### src/rtl/spi_memrd_pkg.sv
// spi_memrd shared definitions
// FSM encoding, CSR map and helpers
package spi_memrd_pkg;

  localparam logic [2:0] S_IDLE   = 3'd0;
  localparam logic [2:0] S_ADDR0  = 3'd1;
  localparam logic [2:0] S_ADDR1  = 3'd2;
  localparam logic [2:0] S_ADDR2  = 3'd3;
  localparam logic [2:0] S_STREAM = 3'd4;
  localparam logic [2:0] S_DRAIN  = 3'd5;

  localparam logic [1:0] CSR_CTRL = 2'd0;
  localparam logic [1:0] CSR_BLEN = 2'd1;
  localparam logic [1:0] CSR_ADDR = 2'd2;
  localparam logic [1:0] CSR_RSVD = 2'd3;

  localparam int CTRL_EN   = 0;
  localparam int CTRL_BUSY = 1;
  localparam int CTRL_UNDR = 2;

  localparam logic [7:0] CMD_DEFAULT = 8'hF9;

  function automatic logic [7:0] clamp_blen(
    input logic [7:0] v,
    input logic [7:0] maxb
  );
    if (v == 8'd0)
      return 8'd1;
    else if (v > maxb)
      return maxb;
    else
      return v;
  endfunction

endpackage

### src/rtl/spi_memrd_if.sv
// spi_memrd memif downstream bus
// master = streamer, slave = arbiter port
interface spi_memrd_if;
  logic [31:0] mi_addr;
  logic [6:0]  mi_len;
  logic        mi_rw;
  logic        mi_valid;
  logic        mi_ready;
  logic [15:0] mi_wdata;
  logic        mi_wack;
  logic        mi_wlast;
  logic [15:0] mi_rdata;
  logic        mi_rstb;
  logic        mi_rlast;

  modport master (
    output mi_addr, mi_len, mi_rw,
    output mi_valid, mi_wdata,
    input  mi_ready, mi_wack, mi_wlast,
    input  mi_rdata, mi_rstb, mi_rlast
  );

  modport slave (
    input  mi_addr, mi_len, mi_rw,
    input  mi_valid, mi_wdata,
    output mi_ready, mi_wack, mi_wlast,
    output mi_rdata, mi_rstb, mi_rlast
  );
endinterface

### src/rtl/spi_memrd_fifo.sv
// spi_memrd prefetch FIFO
// 16-bit words, show-ahead head, sync flush
module spi_memrd_fifo #(
  parameter int LOG2 = 3
) (
  input  logic          clk,
  input  logic          rst_n,
  input  logic          flush,
  input  logic          push,
  input  logic [15:0]   din,
  input  logic          pop,
  output logic [15:0]   dout,
  output logic          empty,
  output logic [LOG2:0] level
);
  localparam int DEPTH = 2**LOG2;

  logic [15:0]   mem [DEPTH];
  logic [LOG2-1:0] wp;
  logic [LOG2-1:0] rp;
  logic [LOG2:0] cnt;
  logic          do_push;
  logic          do_pop;

  assign do_push = push && (cnt != (LOG2+1)'(DEPTH));
  assign do_pop  = pop && (cnt != '0);
  assign dout    = mem[rp];
  assign empty   = (cnt == '0);
  assign level   = cnt;

  always_ff @(posedge clk) begin
    if (do_push && !flush)
      mem[wp] <= din;
  end

  always_ff @(posedge clk or negedge rst_n) begin
    if (!rst_n) begin
      wp  <= '0;
      rp  <= '0;
      cnt <= '0;
    end else if (flush) begin
      wp  <= '0;
      rp  <= '0;
      cnt <= '0;
    end else begin
      if (do_push)
        wp <= wp + 1'b1;
      if (do_pop)
        rp <= rp + 1'b1;
      cnt <= cnt
           + (LOG2+1)'(do_push)
           - (LOG2+1)'(do_pop);
    end
  end

endmodule

### src/rtl/spi_memrd.sv
// spi_memrd: SPI-to-PSRAM read streamer
// prefetches bursts into a FIFO, returns bytes
module spi_memrd
  import spi_memrd_pkg::*;
#(
  parameter logic [7:0] CMD_CODE  = CMD_DEFAULT,
  parameter int         FIFO_LOG2 = 3,
  parameter int         MAX_BURST = 8
) (
  input  logic        clk,
  input  logic        rst_n,
  input  logic [7:0]  pw_wdata,
  input  logic        pw_wcmd,
  input  logic        pw_wstb,
  input  logic        pw_end,
  input  logic        pw_req,
  output logic        pw_gnt,
  output logic [7:0]  pw_rdata,
  output logic        pw_rstb,
  spi_memrd_if.master mi,
  input  logic [31:0] wb_wdata,
  output logic [31:0] wb_rdata,
  input  logic [1:0]  wb_addr,
  input  logic        wb_we,
  input  logic        wb_cyc,
  output logic        wb_ack
);
  localparam int         DEPTH = 2**FIFO_LOG2;
  localparam logic [7:0] MAXB  = 8'(MAX_BURST);

  logic [2:0]  state;
  logic [23:0] addr_sr;
  logic [23:0] fetch_addr;
  logic        outstanding;
  logic        phase;
  logic        enable;
  logic        underrun;
  logic [7:0]  blen;

  logic        push;
  logic        pop;
  logic        flush;
  logic        empty;
  logic [15:0] head;
  logic [FIFO_LOG2:0] level;
  logic [31:0] free_w;

  logic        end_evt;
  logic        streaming;
  logic        accept;
  logic        last_word;
  logic        can_req;
  logic        req_evt;
  logic        cmd_hit;
  logic        addr_byte;
  logic        drain_need;
  logic        csr_go;
  logic [31:0] csr_val;
  logic        unused_in;

  assign end_evt   = pw_end && (state != S_IDLE);
  assign streaming = (state == S_STREAM) && !end_evt;
  assign accept    = mi.mi_valid && mi.mi_ready;
  assign last_word = mi.mi_rstb && mi.mi_rlast;
  assign free_w    = 32'(DEPTH) - 32'(level);
  assign can_req   = streaming && !outstanding
                  && !mi.mi_valid
                  && (free_w >= 32'(blen));
  assign req_evt   = streaming && pw_req;
  assign push      = streaming && outstanding
                  && mi.mi_rstb;
  assign pop       = req_evt && !empty && phase;
  assign flush     = end_evt;
  assign cmd_hit   = (state == S_IDLE) && pw_wstb
                  && pw_wcmd && enable
                  && (pw_wdata == CMD_CODE);
  assign addr_byte = pw_wstb && !pw_wcmd;
  assign drain_need = mi.mi_valid
                   || (outstanding && !last_word);
  assign csr_go    = wb_cyc && !wb_ack;

  assign mi.mi_rw    = 1'b1;
  assign mi.mi_wdata = '0;

  assign unused_in = &{1'b0, wb_wdata[31:8],
                       mi.mi_wack, mi.mi_wlast};

  spi_memrd_fifo #(
    .LOG2 (FIFO_LOG2)
  ) u_fifo (
    .clk   (clk),
    .rst_n (rst_n),
    .flush (flush),
    .push  (push),
    .din   (mi.mi_rdata),
    .pop   (pop),
    .dout  (head),
    .empty (empty),
    .level (level)
  );

  always_ff @(posedge clk or negedge rst_n) begin
    if (!rst_n) begin
      state   <= S_IDLE;
      addr_sr <= '0;
      pw_gnt  <= 1'b0;
    end else if (end_evt) begin
      pw_gnt <= 1'b0;
      state  <= drain_need ? S_DRAIN : S_IDLE;
    end else begin
      unique case (state)
        S_IDLE:
          if (cmd_hit)
            state <= S_ADDR0;
        S_ADDR0, S_ADDR1:
          if (addr_byte) begin
            addr_sr <= {addr_sr[15:0], pw_wdata};
            state   <= state + 3'd1;
          end
        S_ADDR2:
          if (addr_byte) begin
            state  <= S_STREAM;
            pw_gnt <= 1'b1;
          end
        S_DRAIN:
          if (outstanding && last_word)
            state <= S_IDLE;
        default: ;
      endcase
    end
  end

  // one burst in flight; FIFO room is checked before asking
  always_ff @(posedge clk or negedge rst_n) begin
    if (!rst_n) begin
      mi.mi_valid <= 1'b0;
      mi.mi_addr  <= '0;
      mi.mi_len   <= '0;
      outstanding <= 1'b0;
      fetch_addr  <= '0;
    end else begin
      if ((state == S_ADDR2) && addr_byte && !end_evt)
        fetch_addr <= {addr_sr[15:0], pw_wdata};
      if (can_req) begin
        mi.mi_valid <= 1'b1;
        mi.mi_addr  <= {8'h00, fetch_addr};
        mi.mi_len   <= 7'(blen - 8'd1);
      end
      if (accept) begin
        mi.mi_valid <= 1'b0;
        outstanding <= 1'b1;
        fetch_addr  <= fetch_addr
                     + 24'(mi.mi_len) + 24'd1;
      end else if (last_word) begin
        outstanding <= 1'b0;
      end
    end
  end

  always_ff @(posedge clk or negedge rst_n) begin
    if (!rst_n) begin
      pw_rstb  <= 1'b0;
      pw_rdata <= '0;
      phase    <= 1'b0;
    end else begin
      pw_rstb  <= req_evt;
      pw_rdata <= '0;
      if (req_evt && !empty) begin
        pw_rdata <= phase ? head[15:8] : head[7:0];
        phase    <= ~phase;
      end
      if (flush)
        phase <= 1'b0;
    end
  end

  always_comb begin
    csr_val = '0;
    unique case (wb_addr)
      CSR_CTRL: begin
        csr_val[CTRL_EN]   = enable;
        csr_val[CTRL_BUSY] = (state != S_IDLE);
        csr_val[CTRL_UNDR] = underrun;
      end
      CSR_BLEN: csr_val[7:0]  = blen;
      CSR_ADDR: csr_val[23:0] = fetch_addr;
      CSR_RSVD: csr_val = '0;
      default:  csr_val = '0;
    endcase
  end

  always_ff @(posedge clk or negedge rst_n) begin
    if (!rst_n) begin
      wb_ack   <= 1'b0;
      wb_rdata <= '0;
      enable   <= 1'b0;
      blen     <= MAXB;
      underrun <= 1'b0;
    end else begin
      wb_ack   <= csr_go;
      wb_rdata <= '0;
      if (csr_go && !wb_we)
        wb_rdata <= csr_val;
      if (csr_go && wb_we && wb_addr == CSR_CTRL)
        enable <= wb_wdata[CTRL_EN];
      if (csr_go && wb_we && wb_addr == CSR_BLEN)
        blen <= clamp_blen(wb_wdata[7:0], MAXB);
      if (req_evt && empty)
        underrun <= 1'b1;
      else if (csr_go && wb_we
               && wb_addr == CSR_CTRL
               && wb_wdata[CTRL_UNDR])
        underrun <= 1'b0;
    end
  end

endmodule

### src/flat_wrapper.sv
// flat-port wrapper written by rule: the top's interface ports become plain ports
module spi_memrd_flat import spi_memrd_pkg::*;
#(
  parameter logic [7:0] CMD_CODE  = CMD_DEFAULT,
  parameter int         FIFO_LOG2 = 3,
  parameter int         MAX_BURST = 8
)
  (clk, rst_n, pw_wdata, pw_wcmd, pw_wstb, pw_end, pw_req, pw_gnt, pw_rdata, pw_rstb, wb_wdata, wb_rdata, wb_addr, wb_we, wb_cyc, wb_ack, mi_mi_addr, mi_mi_len, mi_mi_rw, mi_mi_valid, mi_mi_wdata, mi_mi_ready, mi_mi_wack, mi_mi_wlast, mi_mi_rdata, mi_mi_rstb, mi_mi_rlast);
  spi_memrd_if mi_i ();
  input  logic clk;
  input  logic rst_n;
  input  logic [7:0] pw_wdata;
  input  logic pw_wcmd;
  input  logic pw_wstb;
  input  logic pw_end;
  input  logic pw_req;
  output logic pw_gnt;
  output logic [7:0] pw_rdata;
  output logic pw_rstb;
  input  logic [31:0] wb_wdata;
  output logic [31:0] wb_rdata;
  input  logic [1:0] wb_addr;
  input  logic wb_we;
  input  logic wb_cyc;
  output logic wb_ack;
  output wire logic [$bits(mi_i.mi_addr)-1:0] mi_mi_addr;
  output wire logic [$bits(mi_i.mi_len)-1:0] mi_mi_len;
  output wire logic [$bits(mi_i.mi_rw)-1:0] mi_mi_rw;
  output wire logic [$bits(mi_i.mi_valid)-1:0] mi_mi_valid;
  output wire logic [$bits(mi_i.mi_wdata)-1:0] mi_mi_wdata;
  input wire logic [$bits(mi_i.mi_ready)-1:0] mi_mi_ready;
  input wire logic [$bits(mi_i.mi_wack)-1:0] mi_mi_wack;
  input wire logic [$bits(mi_i.mi_wlast)-1:0] mi_mi_wlast;
  input wire logic [$bits(mi_i.mi_rdata)-1:0] mi_mi_rdata;
  input wire logic [$bits(mi_i.mi_rstb)-1:0] mi_mi_rstb;
  input wire logic [$bits(mi_i.mi_rlast)-1:0] mi_mi_rlast;
  assign mi_mi_addr = mi_i.mi_addr;
  assign mi_mi_len = mi_i.mi_len;
  assign mi_mi_rw = mi_i.mi_rw;
  assign mi_mi_valid = mi_i.mi_valid;
  assign mi_mi_wdata = mi_i.mi_wdata;
  assign mi_i.mi_ready = mi_mi_ready;
  assign mi_i.mi_wack = mi_mi_wack;
  assign mi_i.mi_wlast = mi_mi_wlast;
  assign mi_i.mi_rdata = mi_mi_rdata;
  assign mi_i.mi_rstb = mi_mi_rstb;
  assign mi_i.mi_rlast = mi_mi_rlast;
  spi_memrd #(.CMD_CODE(CMD_CODE), .FIFO_LOG2(FIFO_LOG2), .MAX_BURST(MAX_BURST)) u_core (.clk(clk), .rst_n(rst_n), .pw_wdata(pw_wdata), .pw_wcmd(pw_wcmd), .pw_wstb(pw_wstb), .pw_end(pw_end), .pw_req(pw_req), .pw_gnt(pw_gnt), .pw_rdata(pw_rdata), .pw_rstb(pw_rstb), .mi(mi_i), .wb_wdata(wb_wdata), .wb_rdata(wb_rdata), .wb_addr(wb_addr), .wb_we(wb_we), .wb_cyc(wb_cyc), .wb_ack(wb_ack));
endmodule
### config.mk
export PLATFORM = sky130hd
export DESIGN_NAME = spi_memrd_flat
export DESIGN_NICKNAME = d
export VERILOG_FILES = /design/src/rtl/spi_memrd_pkg.sv /design/src/rtl/spi_memrd_if.sv /design/src/rtl/spi_memrd_fifo.sv /design/src/rtl/spi_memrd.sv /design/src/flat_wrapper.sv
export SDC_FILE = /design/constraint.sdc
export NUM_CORES = 1
export LEC_CHECK = 0
export ABC_CLOCK_PERIOD_IN_PS = 3000
export BUFFER_PORTS_ARGS = -buffer_cell sky130_fd_sc_hd__clkbuf_2
export CAP_MARGIN = 0
export CORE_ASPECT_RATIO = 0.5
export CORE_UTILIZATION = 52
export CTS_CLUSTER_DIAMETER = 80
export CTS_CLUSTER_SIZE = 30
export DETAILED_ROUTE_END_ITERATION = 7
export GPL_ROUTABILITY_DRIVEN = 1
export PLACE_DENSITY = 0.77
export REMOVE_ABC_BUFFERS = 1
export SETUP_SLACK_MARGIN = 0.2
export SKIP_CTS_REPAIR_TIMING = 1
export SLEW_MARGIN = 30
export SYNTH_ARGS = -nofsm -noshare
export SYNTH_HDL_FRONTEND = slang
export SYNTH_HIERARCHICAL = 1
export SYNTH_SLANG_ARGS = --single-unit
### constraint.sdc
create_clock -name clk -period 3 [get_ports clk]
set_input_delay 0.45 -clock clk [delete_from_list [all_inputs] [get_ports clk]]
set_output_delay 0.45 -clock clk [all_outputs]
set_load 0.005 [all_outputs]
# ---- Word-level counts from Yosys, hierarchy flattened
# Memory sizes are Yosys's and may differ from the RTL's.
# Index checks and enable logic that the tools add are counted.
# Widths: inputs -> output; s select.
dict set report totals {
  regBits 132
  memories 1
  output_inout_bits 100
  ram_bits 128
  wordCells 142
  in_bits 71
}
# memory words word_bits rd rd_clocked_by_memory_dff write_ports line
set memory_table {}
lappend memory_table {u_core.u_fifo.mem 8 16 1 0 1 spi_memrd_fifo.sv:18} ;# logic [15:0] mem [DEPTH];
dict set report classes {
  n_eq_ne 14
  mux 35
  n_addsub 9
  order_cmp 2
  reduce_logical 60
  bitwise_logic 2
}
# op count
set op_table {}
lappend op_table {{$mux 24} 3}
lappend op_table {{$ge 32x8->1} 1}
lappend op_table {{$mux 8} 4}
lappend op_table {{$logic_and 1x1->1} 31}
lappend op_table {{$mux 3} 10}
lappend op_table {{$add 24x1->24 const B} 1}
lappend op_table {{$add 24x7->24} 1}
lappend op_table {{$pmux 3 s4} 2}
lappend op_table {{$reduce_bool 2->1} 9}
lappend op_table {{$mux 16} 1}
lappend op_table {{$mux 1} 13}
lappend op_table {{$ne 3x1->1 const B} 4}
lappend op_table {{$pmux 5 s2} 1}
lappend op_table {{$add 3x1->3 const B} 3}
lappend op_table {{$eq 8x8->1 const B} 1}
lappend op_table {{$gt 8x4->1 const B} 1}
lappend op_table {{$logic_not 1->1} 8}
lappend op_table {{$logic_not 8->1} 1}
lappend op_table {{$sub 7x1->7 const B} 1}
lappend op_table {{$eq 3x2->1 const B} 2}
lappend op_table {{$eq 3x3->1 const B} 2}
lappend op_table {{$reduce_and 5->1} 1}
lappend op_table {{$reduce_bool 5->1} 1}
lappend op_table {{$sub 4x4->5 const A} 1}
lappend op_table {{other kinds (17)} 19}

# ---- Depth between registers and ports, before layout
# Gate-level depths: netlist (run 1).
dict set report depth {
  depth_word 10
  ltp_mapped 14
  ltp_nobuf 13
}

# ---- By module
# The synthesis (run 1) kept the hierarchy.
# mod n_inst seq_area_each_um2 area_each_um2 cells_per_inst
set modules_own_cells {}
lappend modules_own_cells {spi_memrd 1 3054.2 6177.2 559}
lappend modules_own_cells {spi_memrd_fifo 1 4093.9 5570.3 260}

# ---- Least setup slack after synthesis (run 1)
# Ideal clock, no wire load.
dict set report synth_path {
  path_type {reg2reg}
  from {reg u_core.state[0]}
  to {mem u_core.u_fifo.mem[0][0] (enable)}
  setup_slack_ns -0.304
  arrival_time_ns 2.894
  path_stages_with_launch 8
  n_path_buf 0
  setup_ns 0.409
  t_required_ns 2.591
  cell_sequence {dfrtp_1 > inv_1 > ha_1 > and3b_1 > and3_1 > inv_1 > or4_1 > nor3_1}
}
dict set report synth_via {
  elab_chain_cells 10
  word_cells_on_any_way 11
}
# element line
set synth_lines {}
lappend synth_lines {{from (decl)} spi_memrd.sv:31} ;# logic [2:0] state;
lappend synth_lines {{from (signal assigned)} spi_memrd.sv:109} ;# state <= drain_need ? S_DRAIN : S_IDLE;
lappend synth_lines {{from (signal assigned)} spi_memrd.sv:118} ;# state <= state + 3'd1;
lappend synth_lines {{$reduce_bool 3->1} spi_memrd.sv:61} ;# assign end_evt = pw_end && (state != S_IDLE);
lappend synth_lines {{$logic_and 1x1->1} spi_memrd.sv:61}
lappend synth_lines {{$logic_not 1->1} spi_memrd.sv:62} ;# assign streaming = (state == S_STREAM) && !end_evt;
lappend synth_lines {{$logic_and 1x1->1 (*)} spi_memrd.sv:62}
lappend synth_lines {{$logic_and 1x1->1 (*)} spi_memrd.sv:70} ;# assign push = streaming && outstanding
lappend synth_lines {{$logic_and 1x1->1 (*)} spi_memrd.sv:71} ;# && mi.mi_rstb;
lappend synth_lines {{net u_core.push} spi_memrd.sv:40} ;# logic push;
lappend synth_lines {{$logic_and 1x1->1 (*)} spi_memrd_fifo.sv:25} ;# assign do_push = push && (cnt != (LOG2+1)'(DEPTH));
lappend synth_lines {{$logic_and 1x1->1 (*)} spi_memrd_fifo.sv:32} ;# if (do_push && !flush)
lappend synth_lines {{$mux 1 (*)} spi_memrd_fifo.sv:32}
lappend synth_lines {{$mux 1 (implied by the code) (*)} spi_memrd_fifo.sv:33} ;# mem[wp] <= din;
lappend synth_lines {{to (decl)} spi_memrd_fifo.sv:18}
# Mark *: on every way through the listed nets, which the timed path passes. The rest lies on a longest branch.

# ---- Worst setup path in the final report (run 1)
dict set report layout_path {
  from {reg u_core.u_fifo.cnt[0], in the netlist u_core/u_fifo/level[0]}
  to {reg u_core.mi.mi_addr[8]}
}
dict set report layout_via {
  elab_chain_cells 3
}
# element line
set layout_lines {}
lappend layout_lines {{from (decl)} spi_memrd_fifo.sv:21} ;# logic [LOG2:0] cnt;
lappend layout_lines {{from (signal assigned)} spi_memrd_fifo.sv:50} ;# cnt <= cnt
lappend layout_lines {{$sub 4x4->5} spi_memrd.sv:65} ;# assign free_w = 32'(DEPTH) - 32'(level);
lappend layout_lines {{$ge 32x8->1} spi_memrd.sv:68} ;# && (free_w >= 32'(blen));
lappend layout_lines {{$logic_and 1x1->1} spi_memrd.sv:68}
lappend layout_lines {{to (signal assigned)} spi_memrd.sv:146} ;# mi.mi_addr <= {8'h00, fetch_addr};
lappend layout_lines {{to (decl)} spi_memrd_if.sv:17} ;# output mi_addr, mi_len, mi_rw,
# No other way between the ends.
# A chain may end at the register's enable or synchronous reset.

==> flow_metrics.py, run 1 <==
metrics = {
    "setup_path": {
        "crit_chain": "inv_1 -> ha_1 -> nand2b_1 -> and2_1 -> ha_1 -> a221oi_2 -> o211ai_1 -> nand3_1 -> buf_4 -> mux2_2",
        "crit_type": "flop to flop",
        "critPathArrivalTime_ns": 3.02,
        "endpoint_kind": "flop",
        "cp_common_cell": "ha_1",
        "cp-start-kind": "flop",
        "required_ns": 3.38,
        "cpPeakStageDelay_ns": 0.46,
        "critPathMaxFanout": 11,
        "critPathSlowestCell": "dfrtp_1",
    },
    "synth": {
        "syn_inst": 819,
        "synthDistinctLibCells": 70,
        "syn_avg_cell_area_sq_um": 14.34,
        "yosysTopAreaCell": "edfxtp_1",
        "ys_warn_count": 6,
        "ys_ff_latch": 260,
        "ys_top_cells_by_area": "edfxtp_1, dfrtp_1, mux2_2, mux4_1, ha_1",
        "ys.flop_type": "dfrtp_1",
        "synth_edf_count": 128,
        "ys_seq_area_share_pct": 60.85,
        "synth_top_area_share_pct": 32.72,
        "async_reset_ff_share_pct": 50.77,
        "syn_area_sq_um": 11750,
    },
    "job": {
        "maxCapViolCount": 0,
    },
    "pwr": {
        "p_leak_nw": 5.459,
        "p_per_area_nw_per_um2": 582.7,
        "vdd_drop_max_uv": 349.9,
    },
    "finish": {
        "layout-drive-gt1-share_pct": 26.62,
        "final_cell_mix": "dfrtp_1, edfxtp_1, clkbuf_2",
        "n_antenna_cell": 0,
        "area_growth_pct": 11.56,
        "fin_util_pct": 59.79,
        "num-nets-final": 1053,
        "layout_commonest_cell": "dfrtp_1",
    },
    "global_route": {
        "grt_antenna_before_repair": 0,
        "grt_pass1_wl_mm": 37.09,
        "overflow": 0,
        "grt_max_degree": 99,
        "track_usage_pct": 20.57,
        "grt_pass1_vias": 6845,
    },
    "timing": {
        "rsz0062_at_grt": "true",
        "clock_skew_ns": 0.02469,
        "finalSetupViolCount": 0,
        "tightestPinTransition_ns": 0.9665,
        "post-route-period-util_pct": 87.91,
        "tns_ns": 0,
        "slew_headroom_pct": 35.57,
        "drv_slew": 0,
        "period_needed_ns": 2.637,
        "fmax_mhz": 379.2,
        "finalHoldViolations": 0,
    },
    "die": {
        "num_rows": 38,
        "dieHeight_um": 108.3,
        "core_sq_um": 21920,
        "initial_core_util_pct": 53.60,
        "dieWidth_um": 214.6,
        "pin_count": 171,
        "die_area_sq_um": 23230,
    },
    "placed_design": {
        "gp_congestion": 0.8492,
        "io_buffer_count": 111,
        "hpwl_mm": 16.04,
    },
    "detailed_routing": {
        "routedWlPerCell_um": 18.93,
        "vias": 7059,
        "antenna_left": 0,
        "drt_wl_total_mm": 23.74,
        "post-route-drc-count": 0,
        "first_pass_iters": 4,
        "drt-vias-per-instance": 5.629,
        "drt-initial-drc-count": 550,
    },
    "clocking": {
        "clock_latency_ns": 0.50,
        "cts.root.buffer_cell": "clkbuf_16",
        "cts.clk_slew.worst_paths_ns": 0.11,
        "cts_tree": "yes",
        "ctsLongestPathBuffers": 3,
        "cts_buffers": 12,
        "clock-sinks": 260,
        "htreeDepth": 1,
    },
    "min_path": {
        "hp-class": "input pin to async pin",
    },
    "status": {
        "outcome": "finished, final reports clean",
    },
}
## Yosys cell counts, drive strengths merged (3+ instances only)
cell      n
and3      5
nand4     4
ha       32
or3       3
clkbuf   14
xor2      4
a211oi   17
nand2    31
nor4      7
and2     25
mux4     32
nand3    13
nor3     12
o21ai    25
mux2i    18
nand2b   12
nor2b     9
a21o      3
a311oi    5
dfrtp   131
nand3b    3
o211ai    6
nor2     53
xnor2    10
a22o      3
edfxtp  128
a21oi    21
or4       3
inv      31
buf      49
a22oi     8
mux2     64
## state kept, by name (all words and copies together) (netlist names), 3 cells and up
register / flops
u_core/state: 3
u_core/blen: 8
u_core/u_fifo/mem: 128
u_core/u_fifo/wp: 3
u_core/wb_rdata: 24
u_core/mi.mi_addr: 24
u_core/addr_sr: 16
u_core/fetch_addr: 24
u_core/mi.mi_len: 7
u_core/u_fifo/level: 4
u_core/u_fifo/rp: 3
u_core/pw_rdata: 8
## worst max-delay path, delay by kind of cell, from the launching register on
| kind | cells | cell delay (ns) |
|---|---|---|
| buffers and inverters | 2 | 0.34 |
| adders and majority gates | 2 | 0.49 |
| and+or+nand+nor | 3 | 0.46 |
| AOI/OAI and AO/OA | 2 | 0.42 |
| DFF | 1 | 0.46 |
| muxes | 1 | 0.36 |
## stage by stage
| stage | cells | setup WS, ns | total power [mW] | hold WS [ns] | area, sq um |
|---|---|---|---|---|---|
| 2_1_floorplan | 787 | -0.3262 | 5.196 | 0.1544 | 11440 |
| 3_3_place_gp | 1231 | 0.3362 | 5.628 | 0.4832 | 12660 |
| 3_5_place_dp | 1231 | 0.2197 | 5.697 | 0.4850 | 12660 |
| 4_1_cts | 1251 | 0.2259 | 7.654 | 0.08324 | 13040 |
| 5_1_grt | 1254 | 0.1837 | 7.994 | 0.08628 | 13110 |
| 6_report | 1254 | 0.3628 | 7.636 | 0.02239 | 13110 |
## worst paths after layout
path | from | to | cells past startpoint | slack, ns
setup reg to reg | u_core/u_fifo/level[0]$_DFF_PN0_ | u_core/mi.mi_addr[8]$_DFFE_PN0P_ | 10 | 0.36
max in group asynchronous | rst_n | u_core/fetch_addr[8]$_DFFE_PN0P_ | 2 | 2.20
hold / removal | rst_n | u_core/pw_rdata[0]$_DFF_PN0_ | 1 | 0.02
min in group clk | wb_wdata[1] | u_core/blen[1]$_DFFE_PN0P_ | 2 | 0.19
setup / recovery | u_core/u_fifo/level[0]$_DFF_PN0_ | u_core/mi.mi_addr[8]$_DFFE_PN0P_ | 10 | 0.36
hold reg to reg | u_core/mi.mi_addr[17]$_DFFE_PN0P_ | u_core/mi.mi_addr[17]$_DFFE_PN0P_ | 1 | 0.51
## metal layers
| layer | up-vias | GRT usage, % | share of wire [%] |
|---|---|---|---|
| li1 | 3245 | - | - |
| met1 | 3582 | 27.39 | 44 |
| met2 | 193 | 35.97 | 50 |
| met3 | 39 | 2.841 | 4.2 |
| met4 | 0 | 5.612 | 2.4 |
| met5 | - | 0 | 0 |
## kinds of logic after synthesis
group                      count (synthesis)  synth area share (%)
DFF                                      260                 60.85
and+or+nand+nor                          192                 8.627
muxes                                    114                 14.54
AOI/OAI and AO/OA                        109                 6.529
buffers and inverters                     94                 4.601
adders and majority gates                 34                 3.749
xor gates and xnor gates                  14                 1.044
other                                      2               0.06393
## report_power, final
group	internal (mW)	switching (mW)	leakage, nW
Clock	0.902	1.07	0.184
Combinational	0.615	0.640	2.36
Sequential	4.06	0.349	2.92
## area by class of cell
cell class                 instances  area (sq um)
clock buffer                      18         344.1
clock inverter                     2         38.79
fill                            1686          8813
inverter                          31         116.4
multi-input combinational        496          4207
sequential                       260          7149
tap                              300         375.4
timing repair buffer             147         874.6
Note: power is estimated with default switching activity, not from simulation.
==> run 2: changes to the inputs <==
CELL_PAD_IN_SITES_DETAIL_PLACEMENT = 0   (was default)
CELL_PAD_IN_SITES_GLOBAL_PLACEMENT = 1   (was default)
CORE_UTILIZATION = 43   (was 52)
CTS_CLUSTER_SIZE = 8   (was 30)
PLACE_DENSITY = default   (was 0.77)
PLACE_DENSITY_LB_ADDON = 0.1   (was default)
==> flow_metrics.py, run 2 (synthesis gave the netlist of run 1 again) <==
metrics = {
    "finish": {
        "layout_commonest_cell": "dfrtp_1",
        "top_register": "u_core/u_fifo/mem",
        "fin_util_pct": 52.21,
        "num-nets-final": 1078,
        "layout-drive-gt1-share_pct": 28.31,
        "multiInputGateArea_sq_um": 4222,
        "area_growth_pct": 18.40,
        "largest_reg_flops": 128,
        "fillerInstances": 2275,
        "fin_area_sq_um": 13910,
        "n_antenna_cell": 0,
        "regArea_sq_um": 7151,
        "final_cell_mix": "dfrtp_1, edfxtp_1, clkbuf_2",
    },
    "placed_design": {
        "pre_cts_ws_ns": 0.2322,
        "dpl_cell_area_sq_um": 12740,
        "hpwl_mm": 17.02,
        "gp_congestion": 0.7873,
        "io_buffer_count": 111,
    },
    "setup_path": {
        "cp-start-kind": "flop",
        "cpPeakStageDelay_ns": 0.40,
        "crit_chain": "inv_1 -> ha_1 -> and3b_1 -> and2_1 -> nand2b_1 -> nor2_2 -> nor2b_4 -> ha_1 -> inv_1 -> ha_1 -> fa_1 -> xnor2_1 -> nor2_1",
        "crit_type": "flop to flop",
        "cp_common_cell": "ha_1",
        "critPathArrivalTime_ns": 3.05,
        "critPathMaxFanout": 5,
        "endpoint_kind": "flop",
        "required_ns": 3.40,
        "critPathSlowestCell": "dfrtp_1",
    },
    "timing": {
        "post-route-period-util_pct": 88.11,
        "fmax_mhz": 378.3,
        "period_needed_ns": 2.643,
        "slew_headroom_pct": 38.03,
        "drv_slew": 0,
        "clock_skew_ns": 0.02037,
        "tightestPinTransition_ns": 0.9296,
        "fin_ws_ns": 0.3568,
        "rsz0062_at_grt": "false",
        "hold_slack_ns": -0.04291,
        "tns_ns": 0,
        "finalHoldViolations": 16,
        "finalSetupViolCount": 0,
    },
    "pwr": {
        "combPwrFrac_pct": 12.9,
        "seqPwrFrac_pct": 45.9,
        "switchingPower_mw": 2.480,
        "vdd_drop_max_uv": 385.1,
        "power_frac_clock_pct": 41.2,
        "p_per_area_nw_per_um2": 693.2,
        "p_int_mw": 7.162,
        "p_leak_nw": 5.801,
        "switching_share_pct": 25.72,
    },
    "clocking": {
        "cts.root.buffer_cell": "clkbuf_16",
        "cts_tree": "yes",
        "clock-sinks": 260,
        "clock_latency_ns": 0.52,
        "ctsLongestPathBuffers": 3,
        "cts_buffers": 38,
        "cts.clk_slew.worst_paths_ns": 0.05,
        "htreeDepth": 2,
    },
    "detailed_routing": {
        "first_pass_iters": 6,
        "drt-vias-per-instance": 5.269,
        "post-route-drc-count": 0,
        "antenna_left": 0,
        "drt_wl_total_mm": 25.44,
        "routedWlPerCell_um": 18.87,
        "vias": 7102,
        "drt-initial-drc-count": 446,
    },
    "job": {
        "maxCapViolCount": 0,
    },
    "die": {
        "initial_core_util_pct": 44.09,
        "dieHeight_um": 118.9,
        "core_sq_um": 26640,
        "pin_count": 171,
        "dieWidth_um": 235.8,
        "die_area_sq_um": 28020,
        "num_rows": 42,
    },
    "min_path": {
        "hp-class": "input pin to async pin",
    },
    "global_route": {
        "grt_pass1_wl_mm": 40.25,
        "grt_pass1_vias": 7135,
        "track_usage_pct": 18.75,
        "overflow": 0,
        "grt_antenna_before_repair": 0,
        "grt_max_degree": 75,
    },
    "status": {
        "outcome": "finished, violations left",
        "violations": "negative hold slack",
    },
}
run 2: cell types whose count changed in the layout (fill, tap and decap cells not counted), sizes merged:
cell    before  now
clkinv       1    2
clkbuf     129  170
run 2: path summary, 6_finish.rpt:
kind / endpoint / cells past startpoint / slack [ns] / start
min in group clk: u_core/blen[1]$_DFFE_PN0P_ / 2 / 0.18 / wb_wdata[1]
max: u_core/u_fifo/level[2]$_DFF_PN0_ / 13 / 0.36 / u_core/state[1]$_DFFE_PN0P_
min reg2reg: u_core/mi.mi_addr[17]$_DFFE_PN0P_ / 1 / 0.49 / u_core/mi.mi_addr[17]$_DFFE_PN0P_
max in group asynchronous: u_core/u_fifo/level[0]$_DFF_PN0_ / 2 / 2.27 / rst_n
min: u_core/mi.mi_addr[10]$_DFFE_PN0P_ / 1 / -0.04 / rst_n
max reg2reg: u_core/u_fifo/level[2]$_DFF_PN0_ / 13 / 0.36 / u_core/state[1]$_DFFE_PN0P_
run 2: layout make-up:
type	instances	share of cell area, %
clock buffers	60	7.583
clock inverters	3	0.4498
inverters	31	0.8366
multi-input cells	496	30.35
flip-flops and latches	260	51.41
well taps	352	3.166
repair buffers	146	6.207
run 2: through the flow:
step / total power [mW] / instances
final: 9.642 / 1348
after global placement: 5.705 / 1285
after detailed placement: 5.737 / 1285
after global routing: 10.12 / 1348
after CTS: 9.771 / 1348
after floorplan: 5.196 / 787
run 2: power by group through the flow:
stage / clock network (mW) / logic (mW) / registers, mW
2_1_floorplan: 0 / 0.834 / 4.36
5_1_grt: 4.23 / 1.40 / 4.49
6_report: 3.97 / 1.24 / 4.43
4_1_cts: 4.09 / 1.25 / 4.43
3_5_place_dp: 0 / 1.24 / 4.50
3_3_place_gp: 0 / 1.22 / 4.48
run 2: worst max-delay path, delay by kind of cell, from the launching register on:
family	cells	cell delay, ns
XOR/XNOR	1	0.19
adder cells (fa/ha/maj)	4	1.05
buffers and inverters	2	0.13
flip-flops	1	0.40
AND/OR/NAND/NOR	6	0.76
run 2: metal layers:
metal	GRT usage (%)	routed length, um	share of wire, %	vias up
met1	25.76	11740	46	3591
li1	-	-	-	3318
met3	4.149	1189	4.7	36
met2	30.18	12110	48	157
met4	5.188	399	1.6	0
met5	0	0	0	-
==> run 3: changes to the inputs <==
CORE_MARGIN = 3   (was default)
==> flow_metrics.py, run 3 (synthesis gave the netlist of run 1 again) <==
metrics = {
    "pwr": {
        "vdd_drop_max_uv": 399.9,
        "power_frac_clock_pct": 41.2,
        "switching_share_pct": 25.70,
        "p_int_mw": 7.181,
        "p_leak_nw": 5.813,
        "switchingPower_mw": 2.484,
        "combPwrFrac_pct": 13.0,
        "seqPwrFrac_pct": 45.8,
        "p_per_area_nw_per_um2": 693.1,
    },
    "clocking": {
        "cts.root.buffer_cell": "clkbuf_16",
        "cts.clk_slew.worst_paths_ns": 0.05,
        "ctsLongestPathBuffers": 3,
        "htreeDepth": 2,
        "clock-sinks": 260,
        "cts_tree": "yes",
        "clock_latency_ns": 0.52,
        "cts_buffers": 38,
    },
    "global_route": {
        "overflow": 0,
        "grt.met3_usage_pct": 4.221,
        "grt_use_met2_pct": 30.68,
        "gr-usage-met1_pct": 24.02,
        "track_usage_pct": 18.12,
        "grt_antenna_before_repair": 0,
        "grt_max_degree": 63,
        "grt_pass1_vias": 7157,
        "grt_pass1_wl_mm": 40.73,
        "grt_busiest_layer": "met2",
    },
    "finish": {
        "fin_area_sq_um": 13950,
        "largest_reg_flops": 128,
        "top_register": "u_core/u_fifo/mem",
        "num-nets-final": 1078,
        "final_cells": 1348,
        "fillerInstances": 2263,
        "final_cell_mix": "dfrtp_1, edfxtp_1, clkbuf_2",
        "n_antenna_cell": 0,
        "layout-drive-gt1-share_pct": 28.11,
        "layout_commonest_cell": "dfrtp_1",
        "area_growth_pct": 18.71,
    },
    "setup_path": {
        "crit_chain": "inv_1 -> ha_1 -> and3b_1 -> and3_1 -> inv_1 -> or4_1 -> nor3_2 -> buf_12",
        "critPathSlowestCell": "or4_1",
        "cp-start-kind": "flop",
        "endpoint_kind": "flop",
        "crit_type": "flop to flop",
        "cp_common_cell": "inv_1",
        "cpPeakStageDelay_ns": 0.64,
        "required_ns": 3.21,
        "critPathMaxFanout": 16,
        "reg2reg_slack_ns": 0.28,
        "worstRegToRegCells": 8,
        "critPathArrivalTime_ns": 2.93,
    },
    "min_path": {
        "hold-path-cell-count": 2,
        "hp-class": "input pin to flop",
    },
    "die": {
        "dieWidth_um": 239.8,
        "dieHeight_um": 122.9,
        "num_rows": 42,
        "pin_count": 171,
        "die_area_sq_um": 29460,
        "core_sq_um": 26640,
        "initial_core_util_pct": 44.09,
    },
    "detailed_routing": {
        "routedWlPerCell_um": 19.24,
        "drt-vias-per-instance": 5.276,
        "antenna_left": 0,
        "vias": 7112,
        "first_pass_iters": 6,
        "drt-initial-drc-count": 468,
        "drt_wl_total_mm": 25.93,
        "post-route-drc-count": 0,
    },
    "timing": {
        "drv_slew": 0,
        "clock_skew_ns": 0.01822,
        "slew_headroom_pct": 35.37,
        "finalHoldViolations": 0,
        "tightestPinTransition_ns": 0.9694,
        "fmax_mhz": 367.9,
        "hold_slack_ns": 0.1748,
        "period_needed_ns": 2.718,
        "finalSetupViolCount": 0,
        "fin_ws_ns": 0.2819,
        "post-route-period-util_pct": 90.61,
        "rsz0062_at_grt": "true",
    },
    "placed_design": {
        "dp_cells": 1281,
        "hpwl_mm": 17.04,
        "dpl_cell_area_sq_um": 12780,
        "gp_congestion": 0.8053,
        "pre_cts_ws_ns": 0.2365,
        "io_buffer_count": 111,
    },
    "status": {
        "outcome": "finished, final reports clean",
    },
    "job": {
        "maxCapViolCount": 0,
    },
}
-- run 3: cell types whose count changed in the layout (fill, tap and decap cells not counted), sizes merged --
| cell | change |
|---|---|
| dlygate4sd3 | +1 |
| inv | +2 |
| clkinv | -2 |
| buf | -1 |
-- run 3: layer usage --
metal	share of wire (%)	vias to the layer above
met2	49	149
met1	45	3610
met4	1.2	0
met5	0	-
met3	4.6	31
li1	-	3322
-- run 3: power by group through the flow --
stage	Sequential [mW]	Combinational, mW	Clock [mW]
CTS	4.43	1.24	4.11
global placement	4.49	1.22	0
finish	4.43	1.26	3.98
global route	4.48	1.41	4.29
floorplan	4.36	0.834	0
detailed placement	4.50	1.23	0
-- run 3: area by class of cell --
class | instances | area [sq um] | area share [%]
Sequential cell | 260 | 7151 | 51.27
Clock inverter | 3 | 58.81 | 0.4217
Tap cell | 352 | 440.4 | 3.158
Multi-Input combinational cell | 496 | 4210 | 30.19
Clock buffer | 60 | 1055 | 7.563
Inverter | 31 | 116.4 | 0.8344
Timing Repair Buffer | 146 | 914.6 | 6.558
-- run 3: stage by stage --
step	TNS (ns)	utilization, %	total power, mW
final	0	52.34	9.665
after global routing	0	52.34	10.18
after CTS	0	52.16	9.785
after detailed placement	0	47.98	5.729
after global placement	0	47.98	5.703
after floorplan	-5.467	-	5.196
-- run 3: worst paths after layout --
path | endpoint | from
max in group asynchronous | u_core/u_fifo/rp[2]$_DFFE_PN0P_ | rst_n
min in group asynchronous | u_core/mi.mi_addr[10]$_DFFE_PN0P_ | rst_n
worst min-delay path | u_core/blen[1]$_DFFE_PN0P_ | wb_wdata[1]
worst max-delay path | u_core/u_fifo/mem[0][3]$_DFFE_PP_ | u_core/state[0]$_DFFE_PN0P_
worst max register to register | u_core/u_fifo/mem[0][3]$_DFFE_PP_ | u_core/state[0]$_DFFE_PN0P_
worst min register to register | u_core/addr_sr[11]$_DFFE_PN0P_ | u_core/addr_sr[11]$_DFFE_PN0P_
-- run 3: critical path: cells and delay by family (launching register included) --
family	cells	cell delay, ns
buffers and inverters	3	0.39
flip-flops	1	0.43
AND/OR/NAND/NOR	4	1.39
adder cells (fa/ha/maj)	1	0.18
